### config.mk
export PLATFORM = sky130hd
export DESIGN_NAME = uart_receiver
export DESIGN_NICKNAME = d
export VERILOG_FILES = /design/src/rtl/uart_pkg.sv /design/src/rtl/uart_rx_sync.sv /design/src/rtl/uart_receiver.sv
export SDC_FILE = /design/constraint.sdc
export NUM_CORES = 1
export LEC_CHECK = 0
export BUFFER_PORTS_ARGS = -buffer_cell sky130_fd_sc_hd__clkbuf_2
export CAP_MARGIN = 10
export CELL_PAD_IN_SITES_DETAIL_PLACEMENT = 1
export CELL_PAD_IN_SITES_GLOBAL_PLACEMENT = 2
export CORE_AREA = 4 4 79 81
export CTS_CLUSTER_SIZE = 12
export DETAILED_ROUTE_END_ITERATION = 16
export DIE_AREA = 0 0 83 85
export GPL_ROUTABILITY_DRIVEN = 0
export PLACE_DENSITY_LB_ADDON = 0.1
export SETUP_SLACK_MARGIN = 0.2
export SYNTH_ARGS = -nofsm -noshare
export SYNTH_HDL_FRONTEND = slang
export SYNTH_SLANG_ARGS = --single-unit
### constraint.sdc
create_clock -name sys_clk -period 2.4 [get_ports sys_clk]
set_clock_uncertainty 0.1 [all_clocks]
set_input_delay 0.36 -clock sys_clk [delete_from_list [all_inputs] [get_ports sys_clk]]
set_output_delay 0.36 -clock sys_clk [all_outputs]
set_load 0.05 [all_outputs]
### src/rtl/uart_pkg.sv
// uart_pkg: shared UART defaults, RX state encoding and counter width
package uart_pkg;
  localparam int CLK_FREQ_DEF = 50000000;
  localparam int UART_BPS_DEF = 9600;
  localparam int UART_CNT_W = 16;
  typedef enum logic [1:0] {IDLE, START, DATA, STOP} uart_rx_state_t;
endpackage

### src/rtl/uart_rx_sync.sv
// uart_rx_sync: 3-flop synchroniser (reset to idle-high) with falling-edge detect
module uart_rx_sync (
  input  logic sys_clk,
  input  logic sys_rst,
  input  logic uart_rxd,
  output logic rxd_sync,
  output logic start_edge
);
  logic rxd_s0, rxd_s1, rxd_s2;
  always_ff @(posedge sys_clk or negedge sys_rst)
    if (!sys_rst) {rxd_s0, rxd_s1, rxd_s2} <= 3'b111;
    else {rxd_s0, rxd_s1, rxd_s2} <= {uart_rxd, rxd_s0, rxd_s1};
  assign rxd_sync = rxd_s1;
  assign start_edge = rxd_s2 & ~rxd_s1;
endmodule

### src/rtl/uart_receiver.sv
// uart_receiver: 8N1 LSB-first receiver with mid-bit sampling, done strobe and framing-error strobe
module uart_receiver
  import uart_pkg::*;
#(
  parameter int CLK_FREQ = CLK_FREQ_DEF,
  parameter int UART_BPS = UART_BPS_DEF
) (
  input  logic       sys_clk,
  input  logic       sys_rst,
  input  logic       uart_rxd,
  output logic [7:0] uart_data,
  output logic       uart_done,
  output logic       frame_err,
  output logic       rx_busy
);
  localparam int BPS_CNT = CLK_FREQ / UART_BPS;
  localparam logic [UART_CNT_W-1:0] MID = UART_CNT_W'(BPS_CNT / 2);
  localparam logic [UART_CNT_W-1:0] LAST = UART_CNT_W'(BPS_CNT - 1);
  uart_rx_state_t state_q, state_d;
  logic [UART_CNT_W-1:0] cnt_q, cnt_d;
  logic [2:0] idx_q, idx_d;
  logic [7:0] shift_q, shift_d, data_d;
  logic done_d, err_d, rxd_sync, start_edge;
  uart_rx_sync u_sync (
    .sys_clk   (sys_clk),
    .sys_rst   (sys_rst),
    .uart_rxd  (uart_rxd),
    .rxd_sync  (rxd_sync),
    .start_edge(start_edge)
  );
  wire at_mid = cnt_q == MID;
  wire at_last = cnt_q == LAST;
  wire [UART_CNT_W-1:0] cnt_inc = at_last ? '0 : cnt_q + 1'b1;
  always_comb begin
    state_d = state_q;
    cnt_d = cnt_q;
    idx_d = idx_q;
    shift_d = shift_q;
    data_d = uart_data;
    done_d = 1'b0;
    err_d = 1'b0;
    case (state_q)
      IDLE: begin
        cnt_d = '0;
        state_d = start_edge ? START : IDLE;
      end
      START: begin
        cnt_d = cnt_inc;
        if (at_mid && rxd_sync) begin
          state_d = IDLE;
          cnt_d = '0;
        end else if (at_last) begin
          idx_d = '0;
          state_d = DATA;
        end
      end
      DATA: begin
        cnt_d = cnt_inc;
        if (at_mid) shift_d[idx_q] = rxd_sync;
        if (at_last) begin
          state_d = idx_q == 3'd7 ? STOP : DATA;
          idx_d = idx_q + 3'd1;
        end
      end
      default: begin
        cnt_d = cnt_inc;
        // leave at mid-stop so a back-to-back start bit is not missed
        if (at_mid) begin
          state_d = IDLE;
          cnt_d = '0;
          data_d = rxd_sync ? shift_q : uart_data;
          done_d = rxd_sync;
          err_d = ~rxd_sync;
        end
      end
    endcase
  end
  always_ff @(posedge sys_clk or negedge sys_rst)
    if (!sys_rst) begin
      state_q <= IDLE;
      cnt_q <= '0;
      idx_q <= '0;
      shift_q <= '0;
      uart_data <= '0;
      uart_done <= 1'b0;
      frame_err <= 1'b0;
    end else begin
      state_q <= state_d;
      cnt_q <= cnt_d;
      idx_q <= idx_d;
      shift_q <= shift_d;
      uart_data <= data_d;
      uart_done <= done_d;
      frame_err <= err_d;
    end
  assign rx_busy = state_q != IDLE;
endmodule

==> metrics, run 1 <==
status=finished, final reports clean; WL final=5240 um; multiplexer area fraction after synthesis=0.0842; Yosys top cell area share=0.456; CP Data Arrival Time=2210 ps; Yosys cell types=46; Worst Max-Slew Pin Slew=529 ps; Final Setup Violations=0; Vert. Die Dim=85 um; worst min path class=input pin to flop; Sink Count=42; critical setup path kind=flop to flop; Worst-path clk slew=80 ps; element type at the critical path end=flop; final period utilization=0.888; vias in the first global route=1686; EDFF count, synth=0; Final Slew Violations=0; PD cells=676 nW/um2; first-pass GRT wire length=8930 um; Max stage delay on crit path=420 ps; adder-cell share of the synthesized area=0.0234; Synth Flop Type=dfrtp_1; clk_lat worst skew=290 ps; diodes inserted=0; YS warnings=0; Synth Instances=185; initial antenna violation count=0; Die Area=7060 um2; P&R area growth vs syn=13.9%; top post-synthesis cells by area=dfrtp_1 (46%), mux2_2 (7.9%), nor4_1 (4.1%), xor2_1 (4.1%), dfstp_2 (3.7%); #FFs+latches synth=42; Max Cap Viol=0; final cell count without fillers=279; Final Hold Viols=0; Final HPWL DP=3880 um; XOR/XNOR share of the synthesized area=0.0491; crit path max fanout=11; largest net degree at the start of global routing=25; Core ar.=5470 um2; initial core utilization=0.391; share of cells above drive strength 1=0.300; Yosys top cell by area=dfrtp_1; Critical Path RT=2480 ps; setup TNS=0 ps; Final nets=213; post-synthesis cell area=2140 um2; root buffer cell=clkbuf_8; drt initial violations=60; Peak VDD IR=364 uV; ys async rst share=1.00; register area share after synthesis=0.493; TritonCTS clock tree=done; residual DRC count=0; largest family of logic cells by synthesized area=simple AND/OR/NAND/NOR gates; number of routed nets with antenna violations=0; Worst Setup Start Kind=flop; RSZ-0062 raised after global routing=yes; Synth Area in Compound Gates=0.0567; vias=1566; Syn Area/Cell=11.6 um2; LEAKAGE=1.08 nW; wire per inst=18.8 um; Tmin final=2130 ps; clk buf depth=2; # H-tree levels=2; gr usage total=0.157; Inserted Clock Buffers=5; simple-gate portion of the synthesized area=0.251; Max-slew headroom=0.647; Critical Path, Cell by Cell=inv_1, ha_1, and4bb_2, nand3_2, nor4_1, mux2_2; Core Rows=27; number of vias per cell=5.61; port bufs=13; most common cell after layout, fill and taps aside=dfrtp_1; total grt overflow=0; Die W=83 um; IO Pins=14; dpl cells=268; most frequent cells in the layout=dfrtp_1 (39), mux2_2 (15), clkbuf_2 (13), nor4_1 (12), xor2_1 (10); f_max=0.469 GHz; slowest CP cell=dfrtp_1; number of detailed-route iterations in the first pass=4; Synthesized Nets=192
-- per-layer routing --
layer  GRT usage  wire, um  up-vias
met5           0         0        -
met1       0.181      2140      819
met2       0.294      2940       17
met3      0.0311       115        4
li1            -         -      726
met4      0.0446        42        0
-- path summary, 6_finish.rpt --
check	startpoint	endpoint	slack, ps	depth (start not counted)
setup / recovery	cnt_q[0]	shift_q[5]	270	6
hold / removal	uart_rxd	u_sync.rxd_s0	40	1
setup reg to reg	cnt_q[0]	shift_q[5]	270	6
hold reg to reg	u_sync.rxd_s0	u_sync.rxd_sync	260	0
max in group asynchronous	sys_rst	u_sync.rxd_s0	1390	3
min in group asynchronous	sys_rst	frame_err	280	2
-- state kept, by name, indices dropped and copies added, names as in the netlist --
signal           count
idx_q                3
u_sync.rxd_s2        1
shift_q              8
frame_err            1
u_sync.rxd_sync      1
cnt_q               16
u_sync.rxd_s0        1
uart_done            1
state_q              2
uart_data            8
-- cell families after synthesis --
group / Yosys count
buf+inv: 17
fa+ha+maj: 4
compound gates: 15
mux: 16
flops: 42
xor+xnor: 12
simple gates: 79
-- what timing repair did --
action / in CTS / in global routing
resized for setup: 0 / 2
cloned: 0 / 0
buffers inserted: 0 / 2
hold buffers: 1 / 0
pin swaps: 1 / 0
endpoints found under the setup margin: 1 / 13
hold endpoints to repair: 39 / 0
-- cells in the mapped netlist, types with 3 or more instances --
cell      instances
nor4_1           14
nand3_1           7
xor2_1           10
inv_1             8
nand4_1           6
and3_1            4
nor3_1            8
nand2_1           9
mux2_2           15
buf_4             3
dfstp_2           3
nor2_1            5
clkbuf_1          4
and4bb_2          4
and4_1            4
ha_1              4
dfrtp_1          39
-- power breakdown --
part | total [mW] | switching, mW | internal, mW
sequential | 0.861 | 0.0914 | 0.770
clock | 0.561 | 0.249 | 0.312
combinational | 0.226 | 0.123 | 0.103
total | 1.65 | 0.464 | 1.18
-- metrics by stage --
stage / total power [mW] / worst slack, ps / cell area, um2 / hold WS, ps / utilization
2_1_floorplan: 1.01 / 486 / 2140 / -35.6 / -
3_3_place_gp: 1.09 / 270 / 2290 / 55.8 / 0.418
3_5_place_dp: 1.10 / 214 / 2290 / 57.9 / 0.418
4_1_cts: 1.67 / 222 / 2410 / 33.1 / 0.440
5_1_grt: 1.74 / 92.3 / 2440 / 35.8 / 0.445
6_report: 1.65 / 268 / 2440 / 44.5 / 0.445
-- area by class of cell --
| class | count | area [um2] |
|---|---|---|
| fillers | 624 | 3040 |
| flip-flops and latches | 42 | 1050 |
| multi-input cells | 126 | 1010 |
| repair buffers | 23 | 143 |
| well taps | 72 | 90.1 |
| clock buffers | 5 | 68.8 |
| clock inverters | 3 | 43.8 |
| inverters | 8 | 30.0 |
-- critical path, delay by kind of cell (launching register included) --
kind / cells / cell delay, ps
flip-flops: 1 / 420
AND/OR/NAND/NOR: 3 / 920
buffers and inverters: 1 / 70
multiplexers: 1 / 380
adder cells (fa/ha/maj): 1 / 130
No activity file was read; power rests on OpenSTA's default activity.
==> run 2: changes to the inputs <==
CORE_AREA = 2 2 82 84   (was 4 4 79 81)
DIE_AREA = 0 0 84 86   (was 0 0 83 85)
==> metrics, run 2 (synthesized netlist as in run 1, its figures left out) <==
final setup margin=311 ps (+42.9 ps); IO Pins=14 (unchanged); element type at the critical path end=flop; TritonCTS clock tree=done; RSZ-0062 raised after global routing=no; diodes inserted=0 (unchanged); crit path max fanout=14 (+3); Die W=84 um (+1.2%); Tmin final=2090 ps (-42.9 ps); Critical Path RT=2490 ps (about the same); initial antenna violation count=0 (unchanged); clk buf depth=2 (unchanged); worst slack, placed=179 ps (-34.6 ps); share of the core filled with cells=0.391 (-0.0547); Peak VDD IR=299 uV (-18%); Largest Register=cnt_q; Final Setup Violations=0 (unchanged); number of routed nets with antenna violations=0 (unchanged); Final nets=211 (-0.94%); Critical R2R Launch=cnt_q[13]; Max-slew headroom=0.643 (-0.00387); vias in the first global route=1645 (-2.4%); worst min path class=input pin to async pin; most common cell after layout, fill and taps aside=dfrtp_1; Sink Count=42 (unchanged); most frequent cells in the layout=dfrtp_1 (39), mux2_2 (15), clkbuf_2 (13), xor2_1 (10), nand2_1 (9); P&R area growth vs syn=14.6%; # H-tree levels=2 (unchanged); area of the multi-input gates=1040 um2 (+3.2%); Filler cells=703 (+13%); max reg flops=16 (unchanged); Vert. Die Dim=86 um (+1.2%); Final Slew Violations=0 (unchanged); Core Rows=29 (+7.4%); Worst-path clk slew=90 ps (about the same); LEAKAGE=1.06 nW (-1.9%); port bufs=13 (unchanged); Worst Setup Start Kind=flop; wire per inst=17.8 um (-5.1%); PD cells=644 nW/um2 (-4.8%); Die Area=7220 um2 (+2.4%); critical setup path kind=flop to flop; WL final=5020 um (-4.1%); Worst Max-Slew Pin Slew=535 ps (+6.37 ps); total grt overflow=0 (unchanged); vias=1541 (-1.6%); Reg-to-Reg End=shift_q[1]; CP Data Arrival Time=2180 ps (-30 ps); largest net degree at the start of global routing=43 (+72%); Final Hold Viols=0 (unchanged); f_max=0.479 GHz (+2.1%); setup TNS=0 ps (unchanged); initial core utilization=0.341 (-0.0501); flop2flop setup slack=310 ps (+40 ps); status=finished, final reports clean; top flop regs=cnt_q (16), shift_q (8), uart_data (8); Core ar.=6280 um2 (+15%); Max Cap Viol=0 (unchanged); residual DRC count=0 (unchanged); Register Area=1050 um2 (unchanged); number of vias per cell=5.46 (-2.6%); Worst Reg-to-Reg Cells=4 (-2); gr usage total=0.152 (-0.00546); first-pass GRT wire length=8690 um (-2.6%); number of detailed-route iterations in the first pass=4 (unchanged); clk_lat worst skew=300 ps (about the same); cts hold-fix bufs=0 (-1); Final HPWL DP=3460 um (-11%); Inserted Clock Buffers=5 (unchanged); final period utilization=0.871 (-0.0179); drt initial violations=115 (+92%); root buffer cell=clkbuf_8; share of cells above drive strength 1=0.317 (+0.0176)
## run 2: changes by cell type in the layout (fill, tap and decap cells not counted), sizes merged
cell         change
dlygate4sd3      -1
clkinvlp         +1
bufinv           -1
buf              -1
## run 2: layer usage
metal | wire [um] | GRT usage
met3 | 112 | 0.0327
met5 | 0 | 0
met2 | 2290 | 0.232
met4 | 61 | 0.0440
met1 | 2550 | 0.217
## run 2: area by class of cell
class,instances,area share
Clock buffer,5,0.0281
Sequential cell,42,0.430
Multi-Input combinational cell,126,0.424
Timing Repair Buffer,21,0.0561
Clock inverter,3,0.0102
Tap cell,77,0.0393
Inverter,8,0.0122
## run 2: repair_timing
item                       in CTS  in global routing
pin swaps                       1                  1
setup endpoints to repair       9                 15
gates cloned                    0                  0
buffers inserted                0                  1
resized for setup               0                  7
hold endpoints to repair        0                  0
## run 2: through the flow
step | hold slack, ps | cells | total power, mW | cell area (um2)
floorplan | -35.6 | 185 | 1.01 | 2140
finish | 10.1 | 282 | 1.58 | 2450
CTS | 21.4 | 281 | 1.60 | 2390
global route | 20.7 | 282 | 1.68 | 2450
detailed placement | 258 | 273 | 1.10 | 2290
global placement | 249 | 273 | 1.10 | 2290
## run 2: critical path, cell delays in order, from the launching register on
cell and delay, ps:
dfrtp_1 450, nor4_4 340, nand2b_2 280, nor4_1 440, mux2_1 360
## run 2: worst max-delay path by stage
stage | from | end | slack, ps | cells after the start
global route | cnt_q[13] | shift_q[1] | 190 | 4
floorplan | cnt_q[0] | shift_q[3] | 490 | 7
detailed placement | cnt_q[0] | uart_data[2] | 180 | 6
finish | cnt_q[13] | shift_q[1] | 310 | 4
global placement | cnt_q[0] | uart_data[6] | 230 | 6
CTS | cnt_q[0] | shift_q[2] | 200 | 6
## run 2: power breakdown
| group | internal, mW | total (mW) | switching (mW) |
|---|---|---|---|
| clock | 0.210 | 0.480 | 0.270 |
| sequential | 0.770 | 0.839 | 0.0690 |
| combinational | 0.113 | 0.260 | 0.147 |
